<file path="src/rtl/branch_predict_unit.sv">
// Branch direction unit: EX condition decode, 2-bit counter predictor,
// registered mispredict pulse and saturating performance counters.
module branch_predict_unit #(
  parameter int         ENTRIES    = 64,
  parameter int         PC_WIDTH   = 32,
  parameter int         STAT_WIDTH = 16,
  parameter logic [1:0] INIT_STATE = 2'b01
) (
  input  logic                  clk,
  input  logic                  rst_n,
  input  logic [PC_WIDTH-1:0]   if_pc,
  output logic                  pred_taken,
  input  logic                  ex_valid,
  input  logic [PC_WIDTH-1:0]   ex_pc,
  input  logic [2:0]            ex_branch_src,
  input  logic                  zero,
  input  logic                  neg,
  input  logic                  negu,
  input  logic                  ex_pred_taken,
  output logic                  ex_taken,
  output logic                  mispredict,
  output logic                  mispredict_taken,
  input  logic                  stat_clear,
  output logic [STAT_WIDTH-1:0] stat_branches,
  output logic [STAT_WIDTH-1:0] stat_mispredicts
);

  localparam int IDX = $clog2(ENTRIES);

  logic [1:0]     tbl [ENTRIES];
  logic [IDX-1:0] if_idx;
  logic [IDX-1:0] ex_idx;
  logic [1:0]     ex_ctr;
  logic           is_branch;
  logic           miss;
  logic           unused_pc;

  assign if_idx     = if_pc[IDX+1:2];
  assign ex_idx     = ex_pc[IDX+1:2];
  assign ex_ctr     = tbl[ex_idx];
  assign pred_taken = tbl[if_idx][1];

  // Only the index bits of either PC feed the table.
  assign unused_pc = ^{if_pc[PC_WIDTH-1:IDX+2], if_pc[1:0],
                       ex_pc[PC_WIDTH-1:IDX+2], ex_pc[1:0]};

  always_comb begin
    ex_taken = 1'b0;
    unique case (ex_branch_src)
      3'b000: ex_taken = 1'b0;
      3'b001: ex_taken = zero;
      3'b010: ex_taken = ~zero;
      3'b011: ex_taken = neg;
      3'b100: ex_taken = ~neg | zero;
      3'b101: ex_taken = negu;
      3'b110: ex_taken = ~negu | zero;
      3'b111: ex_taken = 1'b0;
    endcase
  end

  assign is_branch = ex_valid
                   & (ex_branch_src != 3'b000)
                   & (ex_branch_src != 3'b111);
  assign miss      = is_branch & (ex_taken ^ ex_pred_taken);

  always_ff @(posedge clk) begin
    if (!rst_n) begin
      for (int i = 0; i < ENTRIES; i++) begin
        tbl[i] <= INIT_STATE;
      end
    end else if (is_branch) begin
      if (ex_taken && ex_ctr != 2'b11) begin
        tbl[ex_idx] <= ex_ctr + 2'd1;
      end else if (!ex_taken && ex_ctr != 2'b00) begin
        tbl[ex_idx] <= ex_ctr - 2'd1;
      end
    end
  end

  always_ff @(posedge clk) begin
    if (!rst_n) begin
      mispredict       <= 1'b0;
      mispredict_taken <= 1'b0;
    end else begin
      mispredict <= miss;
      if (is_branch) begin
        mispredict_taken <= ex_taken;
      end
    end
  end

  // Clear wins over a coincident increment; counters stick at all-ones.
  always_ff @(posedge clk) begin
    if (!rst_n) begin
      stat_branches    <= '0;
      stat_mispredicts <= '0;
    end else if (stat_clear) begin
      stat_branches    <= '0;
      stat_mispredicts <= '0;
    end else begin
      if (is_branch && stat_branches != '1) begin
        stat_branches <= stat_branches + 1'b1;
      end
      if (miss && stat_mispredicts != '1) begin
        stat_mispredicts <= stat_mispredicts + 1'b1;
      end
    end
  end

endmodule

</file>
<file path="config.mk">
export PLATFORM = sky130hd
export DESIGN_NAME = branch_predict_unit
export DESIGN_NICKNAME = d
export VERILOG_FILES = /design/src/rtl/branch_predict_unit.sv
export SDC_FILE = /design/constraint.sdc
export NUM_CORES = 1
export LEC_CHECK = 0
export BUFFER_PORTS_ARGS = -buffer_cell sky130_fd_sc_hd__buf_2
export CAP_MARGIN = 20
export CORE_UTILIZATION = 55
export CTS_CLUSTER_DIAMETER = 50
export CTS_CLUSTER_SIZE = 24
export DETAILED_ROUTE_END_ITERATION = 10
export HOLD_SLACK_MARGIN = 0.06
export PLACE_DENSITY = 0.76
export SLEW_MARGIN = 20
export SYNTH_ARGS = -nofsm -noshare
export SYNTH_HDL_FRONTEND = slang
export SYNTH_SLANG_ARGS = --single-unit
export TNS_END_PERCENT = 5
</file>
<file path="constraint.sdc">
create_clock -name clk -period 4.6 [get_ports clk]
set_input_delay 0.92 -clock clk [delete_from_list [all_inputs] [get_ports clk]]
set_output_delay 0.92 -clock clk [all_outputs]
set_load 0.1 [all_outputs]
</file>
# Yosys cells after proc, flatten, opt, wreduce, memory -nomap -nowiden
# Memories as Yosys holds them, arrays and structs flattened.
# Index checks and enable logic that the tools add are counted.
[totals]
ff_bits = 34
ramBits = 128
inputBits = 75
output_inout_bits = 36
wordCells = 57
memories = 1
[classes]
addsub = 4
eq_ne = 11
muxes = 15
bitwise_logic = 11
reduce_logical = 11
[memory_table]
columns = ["memory", "words", "word_bits", "rd", "rd_ports_with_merged_regs", "write_ports", "line_no", "rtl"]
rows = [
  ["tbl", 64, 2, 2, 0, 64, "30", "logic [1:0] tbl [ENTRIES];"],
]
[op_table]
columns = ["cell", "count"]
rows = [
  ["$add 16x1->16 const B", 2],
  ["$ne 16x16->1 const B", 2],
  ["$eq 3x3->1 const B", 4],
  ["$mux 1", 11],
  ["$pmux 1 s7", 1],
  ["$eq 3x2->1 const B", 2],
  ["$mux 6", 1],
  ["$reduce_or 2->1", 3],
  ["$logic_and 1x1->1", 4],
  ["$mux 2", 2],
  ["$not 1->1", 4],
  ["$and 1x1->1", 3],
  ["$eq 3x1->1 const B", 1],
  ["$logic_not 3->1", 1],
  ["$ne 3x3->1 const B", 1],
  ["$or 1x1->1", 3],
  ["$reduce_bool 3->1", 1],
  ["$add 2x1->2 const B", 1],
  ["$ne 2x2->1 const B", 1],
  ["$reduce_bool 2->1", 1],
  ["$sub 2x1->2 const B", 1],
  ["$logic_not 1->1", 1],
  ["$xor 1x1->1", 1],
]

# Longest topological paths before layout
# Gate-level depths: netlist (run 1).
[logic_depth]
depth_word = 13
depth_mapped = 12

# Worst setup path after synthesis (run 1)
# No wires, ideal clock.
[synth_path]
kind = "input to output"
from = "in if_pc[2]"
to = "out pred_taken"
arrival_time_ns = 3.607
t_required_ns = 3.680
path_slack_ns = 0.073
cell_stages = 5
n_path_buf = 2
path_cell_list = "clkbuf_1 buf_1 mux4_2 mux4_2 mux4_2"
[synth_via]
elab_chain_cells = 1
[synth_rtl]
columns = ["element", "line_no", "rtl"]
rows = [
  ["start: declaration", "11", "input logic [PC_WIDTH-1:0] if_pc,"],
  ["$mem_v2 64x2", "--", ""],
  ["end: declaration", "12", "output logic pred_taken,"],
]
# Every way passes these cells.

==> results.json, run 1 <==
{
  "met1_length_um": 9820,
  "power.switching_mw": 0.928,
  "total_leakage_power_nw": 3.25,
  "seq_power_share_pct": 45.2,
  "internal_cell_power_mw": 2.65,
  "vias_per_cell": 7.06,
  "die_h_um": 133,
  "holdWs_ns": 0.462,
  "period_minus_slack_ns": 4.26,
  "status": "finished clean",
  "final-hold-violation-count": 0,
  "synth_async_sr_flop_share_pct": 0,
  "yosys_register_bits": 162,
  "gpl.final_weighted_congestion": 0.886,
  "final.setup.tns_ns": 0,
  "p_per_area_nw_per_um2": 337,
  "detail_route.wirelength_um": 26300,
  "n_fill_cell": 1266,
  "number_of_top_level_pins": 111,
  "cp-end-kind": "flip-flop",
  "slew_limit_headroom_pct": 34.2,
  "n_antenna_cell": 0,
  "globalRoute.totalOverflow": 0,
  "fin_worst_skew_ns": 0.00906,
  "post_cts_hold_buffer_count": 0,
  "placementRows": 47,
  "finalMaxSlewViolations": 0,
  "place.port_buffers": 58,
  "dpl.hpwl_um": 16200,
  "grt_first_pass_wirelength_um": 42000,
  "achievable-frequency_mhz": 235,
  "clkTransAtPathRegs_ns": 0.06,
  "postCtsResizedCells": 0,
  "postSynthAreaPerCell_um2": 11.2,
  "synthesized_area_um2": 9410,
  "clock_sinks": 162,
  "tritoncts.num_buffers": 17,
  "topRoutingLayerUsed": "met4",
  "post_synth_edffs": 128,
  "nNetsFinal": 944,
  "globalRouteTotalUtil_pct": 31.0,
  "maxCapViolCount": 0,
  "path_class": "in2reg",
  "clock_path_buffers": 2,
  "cts.repair_timing.setup_buffer_count": 0,
  "area_growth_syn_to_layout_pct": 12.7,
  "post-synth-top-area-fraction_pct": 40.8,
  "die-width_um": 133,
  "peakVddDrop_v": 0.000293,
  "yosysWarningCount": 0,
  "synth_top_flop_cell": "sky130_fd_sc_hd__edfxtp_1",
  "finalSetupViolCount": 0,
  "yosysUniqueCellTypes": 64,
  "post-route-period-util_pct": 92.7,
  "power.share.clock_pct": 41.0,
  "max_slew.worst_pin.slew_ns": 0.980,
  "start_util_pct": 56.6,
  "worstSetupStartpointType": "input pin",
  "routed_wire_length_per_instance_um": 23.9,
  "wl_met2_um": 12600,
  "drt_first_pass_iters": 6,
  "first_iter_violations": 1038,
  "combPwrFrac_pct": 13.7,
  "drive_above_1_share_pct": 27.7,
  "synth_nets": 919,
  "tritoncts": "done",
  "timing.critical_path.required_ns": 4.67,
  "antenna_violations_before_repair": 0,
  "detailroute.via_count": 7770,
  "layout_commonest_cell": "sky130_fd_sc_hd__edfxtp_1",
  "vias_in_the_first_global_route": 7713,
  "switching_share_pct": 26.0,
  "unrepaired_setup_endpoints_after_global_routing": "false",
  "dieArea_um2": 17600,
  "cell_count_after_synthesis": 842,
  "worstPathArrival_ns": 4.33,
  "core-area_um2": 16600,
  "mostFrequentLayoutCells": "sky130_fd_sc_hd__edfxtp_1 (128), sky130_fd_sc_hd__nand2_1 (86), sky130_fd_sc_hd__a21oi_1 (81)",
  "crit_fanout": 64,
  "met3RoutedLength_um": 2840,
  "ctsRootBufferMaster": "sky130_fd_sc_hd__clkbuf_16",
  "remaining_drc_errors": 0,
  "largest_cells_by_area_after_synthesis": "sky130_fd_sc_hd__edfxtp_1 (41%), sky130_fd_sc_hd__dfxtp_1 (7.2%), sky130_fd_sc_hd__mux4_2 (6.5%)",
  "largest_net_degree_at_the_start_of_global_routing": 65,
  "h-tree-depth": 4,
  "yosysSeqAreaShare_pct": 48.1,
  "worst_skew_pair.late_latency_ns": 0.43,
  "hp-class": "reg2reg",
  "synth.largest_area_cell": "sky130_fd_sc_hd__edfxtp_1",
  "ant_nets": 0
}
## routing by layer
layer | global-route usage, % | up-vias
li1 | - | 3339
met1 | 40.0 | 3793
met2 | 49.1 | 551
met3 | 6.90 | 87
met4 | 15.6 | 0
met5 | 0 | -
## cells by family after synthesis
group	share of synthesized area, %
simple gates	17.9
compound gates	16.0
flops	48.1
buf+inv	5.30
mux	10.6
xor+xnor	1.86
fa+ha+maj	0.266
## metrics by stage
step | cells | utilization (%) | power (mW) | setup WS, ns | instance area [µm²]
2_1_floorplan | 842 | - | 1.97 | 0.0727 | 9410
3_3_place_gp | 1068 | 60.1 | 2.11 | 0.178 | 10000
3_5_place_dp | 1068 | 60.1 | 2.12 | 0.000211 | 10000
4_1_cts | 1100 | 63.7 | 3.56 | 0.408 | 10600
5_1_grt | 1100 | 63.7 | 3.65 | 0.193 | 10600
6_report | 1100 | 63.7 | 3.57 | 0.336 | 10600
## cells in the mapped netlist, types with 3 or more instances
cell type and number:
sky130_fd_sc_hd__edfxtp_1 128, sky130_fd_sc_hd__nand2_1 86, sky130_fd_sc_hd__a21oi_1 81, sky130_fd_sc_hd__clkbuf_1 65, sky130_fd_sc_hd__o41ai_1 64, sky130_fd_sc_hd__nand3_2 60, sky130_fd_sc_hd__dfxtp_1 34, sky130_fd_sc_hd__nor2_1 34
sky130_fd_sc_hd__mux2i_1 29, sky130_fd_sc_hd__mux4_2 27, sky130_fd_sc_hd__nand3_1 21, sky130_fd_sc_hd__buf_2 18, sky130_fd_sc_hd__xnor2_1 14, sky130_fd_sc_hd__inv_1 12, sky130_fd_sc_hd__a22oi_1 11, sky130_fd_sc_hd__and3_1 11
sky130_fd_sc_hd__buf_6 9, sky130_fd_sc_hd__nor4_1 9, sky130_fd_sc_hd__or3_1 9, sky130_fd_sc_hd__a221oi_1 8, sky130_fd_sc_hd__a22o_1 8, sky130_fd_sc_hd__o21ai_0 8, sky130_fd_sc_hd__nor3b_1 7, sky130_fd_sc_hd__and3b_1 6
sky130_fd_sc_hd__mux2_2 6, sky130_fd_sc_hd__xor2_1 6, sky130_fd_sc_hd__nand2b_1 5, sky130_fd_sc_hd__nor3_1 5, sky130_fd_sc_hd__and4_1 4, sky130_fd_sc_hd__nand4_1 4, sky130_fd_sc_hd__o22ai_1 4, sky130_fd_sc_hd__a211oi_1 3
sky130_fd_sc_hd__a31oi_1 3, sky130_fd_sc_hd__buf_1 3, sky130_fd_sc_hd__mux2_1 3, sky130_fd_sc_hd__nor2b_1 3, sky130_fd_sc_hd__o31ai_1 3
## final timing paths
path	startpoint	end	slack, ns	cells past startpoint
max	ex_pc[3]	tbl[49][1]$_SDFFCE_PN0P_	0.34	10
min reg2reg	mispredict_taken$_SDFFE_PN0P_	mispredict_taken$_SDFFE_PN0P_	0.46	2
max reg2reg	tbl[61][1]$_SDFFCE_PN0P_	tbl[49][1]$_SDFFCE_PN0P_	1.16	8
min	mispredict_taken$_SDFFE_PN0P_	mispredict_taken$_SDFFE_PN0P_	0.46	2
## final cells by class
type	count	area [µm²]	share of cell area [%]
clock buffer	19	433	4.08
clock inverter	13	166	1.57
sequential	162	4520	42.6
multi-input combinational	572	4440	41.9
inverter	12	45.0	0.425
tap	220	275	2.59
timing repair buffer	102	721	6.79
## registers in the layout (all words and copies together), names as in the netlist
signal and cells:
mispredict 1, tbl 128, stat_mispredicts 16, stat_branches 16
mispredict_taken 1
## critical path, stage by stage
cell and delay (ns):
sky130_fd_sc_hd__buf_2 0.29, sky130_fd_sc_hd__buf_4 0.28, sky130_fd_sc_hd__nor2_1 0.57, sky130_fd_sc_hd__a22oi_1 0.18, sky130_fd_sc_hd__a22o_1 0.30, sky130_fd_sc_hd__a221oi_2 0.45
sky130_fd_sc_hd__nand3_1 0.16, sky130_fd_sc_hd__and3_2 0.25, sky130_fd_sc_hd__buf_12 0.22, sky130_fd_sc_hd__o41ai_1 0.66
## power groups by stage
stage / Sequential (mW) / Clock [mW] / Combinational (mW)
after floorplan: 1.66 / 0 / 0.316
after global placement: 1.65 / 0 / 0.464
after detailed placement: 1.65 / 0 / 0.476
after CTS: 1.62 / 1.47 / 0.479
after global routing: 1.62 / 1.52 / 0.512
final: 1.62 / 1.47 / 0.490
(Power assumes the default switching activity.)
==> run 2: changes to the inputs <==
- ABC_AREA: default -> 1
==> run 2 against run 1 <==
Clock-buffer cell count rose by 2. Die area rose by 0.24%. Final area down 2.3%. Sequential cell count unchanged. Area after synthesis grew 0.24%. Wire length decreased by 8.9%. Largest cell class unchanged. Combinational power shrank 2%. Global-route usage fell by 2.4 points. Non-clock buffer count shrank 30.
==> results.json, run 2 <==
{
  "period_minus_slack_ns": 3.76,
  "clock_path_buffers": 2,
  "synthMostInstantiatedCell": "sky130_fd_sc_hd__nand2_1",
  "synth_top_flop_cell": "sky130_fd_sc_hd__edfxtp_1",
  "die_h_um": 133,
  "cts.repair_timing.setup_buffer_count": 0,
  "top_regs": "tbl (128), stat_branches (16), stat_mispredicts (16)",
  "total_leakage_power_nw": 4.25,
  "largest_register_ffs": 128,
  "achievable-frequency_mhz": 266,
  "slowest_delay_ns": 0.43,
  "crit-reg2reg-launch": "tbl[0][0]$_SDFFCE_PN1P_",
  "first_iter_violations": 700,
  "postSynthAreaPerCell_um2": 7.19,
  "vias_in_the_first_global_route": 7972,
  "drive_above_1_share_pct": 7.81,
  "cell_count_after_synthesis": 1313,
  "gpl.final_weighted_congestion": 0.906,
  "number_of_top_level_pins": 111,
  "postCtsResizedCells": 0,
  "status": "finished clean",
  "dieArea_um2": 17700,
  "antenna_violations_before_repair": 0,
  "critical_path.slowest_cell": "sky130_fd_sc_hd__buf_2",
  "fin_worst_skew_ns": 0.00832,
  "core-area_um2": 16600,
  "drt_first_pass_iters": 5,
  "worstSetupStartpointType": "input pin",
  "post_cts_hold_buffer_count": 0,
  "vias_per_cell": 5.53,
  "nNetsFinal": 1408,
  "regMostFlops": "tbl",
  "slew_limit_headroom_pct": 47.6,
  "ant_nets": 0,
  "remaining_drc_errors": 0,
  "routed_wire_length_per_instance_um": 15.3,
  "area_growth_syn_to_layout_pct": 9.92,
  "grt_first_pass_wirelength_um": 39000,
  "worstPathArrival_ns": 2.84,
  "start_util_pct": 56.7,
  "path_class": "in2out",
  "globalRoute.totalOverflow": 0,
  "synth_async_sr_flop_share_pct": 0,
  "n_antenna_cell": 0,
  "h-tree-depth": 4,
  "largest_net_degree_at_the_start_of_global_routing": 69,
  "globalRouteTotalUtil_pct": 28.5,
  "placementRows": 47,
  "crit_fanout": 24,
  "timing.critical_path.required_ns": 3.68,
  "tritoncts.num_buffers": 17,
  "max_slew.worst_pin.slew_ns": 0.784,
  "cp-end-kind": "primary output",
  "final.setup.tns_ns": 0,
  "post-synth-top-area-fraction_pct": 40.7,
  "synthesized_area_um2": 9430,
  "layout_commonest_cell": "sky130_fd_sc_hd__nand2_1",
  "yosysSeqAreaShare_pct": 48.0,
  "mostFrequentLayoutCells": "sky130_fd_sc_hd__nand2_1 (573), sky130_fd_sc_hd__nor2_1 (197), sky130_fd_sc_hd__edfxtp_1 (128)",
  "finalMaxSlewViolations": 0,
  "die-width_um": 133,
  "ctsRootBufferMaster": "sky130_fd_sc_hd__clkbuf_16",
  "place.port_buffers": 58,
  "post_synth_edffs": 128,
  "yosys_register_bits": 162,
  "synth.largest_area_cell": "sky130_fd_sc_hd__edfxtp_1",
  "worst_skew_pair.late_latency_ns": 0.43,
  "holdWs_ns": 0.498,
  "hp-class": "reg2reg",
  "unrepaired_setup_endpoints_after_global_routing": "false",
  "post-route-period-util_pct": 81.7,
  "clkTransAtPathRegs_ns": 0.06,
  "yosysWarningCount": 0,
  "tritoncts": "done",
  "peakVddDrop_v": 0.000239,
  "synth_nets": 1390,
  "finalSetupViolCount": 0,
  "final-hold-violation-count": 0,
  "detail_route.wirelength_um": 24000,
  "detailroute.via_count": 8647,
  "clock_sinks": 162,
  "yosysUniqueCellTypes": 30,
  "maxCapViolCount": 0,
  "largest_cells_by_area_after_synthesis": "sky130_fd_sc_hd__edfxtp_1 (41%), sky130_fd_sc_hd__nand2_1 (23%), sky130_fd_sc_hd__nor2_1 (7.8%)",
  "critical_path.cell_chain": "buf_2 -> inv_1 -> buf_12 -> o21ai_0 -> o22ai_1 -> o21ai_0 -> o221ai_1 -> nand3_1 -> nand2_1 -> buf_2",
  "p_per_area_nw_per_um2": 343,
  "startpoint_of_the_tightest_hold_check_path": "stat_mispredicts[3]$_SDFFE_PP0P_",
  "synth.cells.most_frequent": "sky130_fd_sc_hd__nand2_1 (575), sky130_fd_sc_hd__nor2_1 (197), sky130_fd_sc_hd__edfxtp_1 (128)",
  "crit_start": "if_pc[2]",
  "dpl.hpwl_um": 14900
}
## run 2: cell types whose count changed in the layout (fill, tap and decap cells not counted), sizes merged, moves of 11 or more
cell,previous run,this run
nor2,34,197
a21oi,81,30
o41ai,65,0
nand2,86,575
o22ai,4,16
nor3,6,23
and3,11,0
o21ai,9,50
buf,102,72
a22oi,11,0
inv,12,57
xnor2,14,3
mux4,27,0
mux2i,29,0
## run 2: path summary, 6_finish.rpt
check	endpoint	cells past startpoint	slack, ns
max	pred_taken	10	0.84
min	stat_mispredicts[3]$_SDFFE_PP0P_	2	0.50
max reg2reg	tbl[28][1]$_SDFFCE_PN0P_	16	1.94
min reg2reg	stat_mispredicts[3]$_SDFFE_PP0P_	2	0.50
## run 2: final cells by class
class,count,area (µm²)
fillers,1482,6270
inverters,57,214
well taps,220,275
clock buffers,21,440
multi-input cells,1021,4310
clock inverters,11,161
flip-flops and latches,162,4520
repair buffers,72,445
## run 2: report_power, final
part	internal (mW)	leakage, nW	total, mW	switching [mW]
logic	0.106	2.57	0.479	0.373
registers	1.60	1.38	1.61	0.0146
clock network	0.905	0.295	1.46	0.560
## run 2: through the flow
step | util, % | power [mW] | worst slack, ns | instance area [µm²] | cells
after floorplan | - | 1.99 | 1.24 | 9430 | 1313
after global placement | 58.7 | 2.11 | 0.782 | 9770 | 1532
after detailed placement | 58.7 | 2.12 | 0.741 | 9770 | 1532
after CTS | 62.3 | 3.56 | 0.834 | 10400 | 1564
after global routing | 62.3 | 3.67 | 0.637 | 10400 | 1564
final | 62.3 | 3.56 | 0.841 | 10400 | 1564
## run 2: routing by layer
metal	routed length, µm	track usage (%)	vias up
li1	-	-	4309
met5	0	0	-
met2	11600	49.2	379
met1	9420	33.9	3889
met3	2100	6.05	70
met4	838	13.5	0
## run 2: kinds of logic after synthesis
family | count (synthesis) | share of synthesized area [%]
XOR/XNOR | 18 | 1.67
AO/OA/AOI/OAI | 107 | 6.21
buffers and inverters | 130 | 6.47
adder cells (fa/ha/maj) | 2 | 0.265
AND/OR/NAND/NOR | 894 | 37.4
flip-flops | 162 | 48.0
## run 2: worst max-delay path: cells and delay by family
kind	cells	cell delay, ns
and+or+nand+nor	2	0.19
AOI/OAI and AO/OA	4	0.71
buffers and inverters	4	1.01
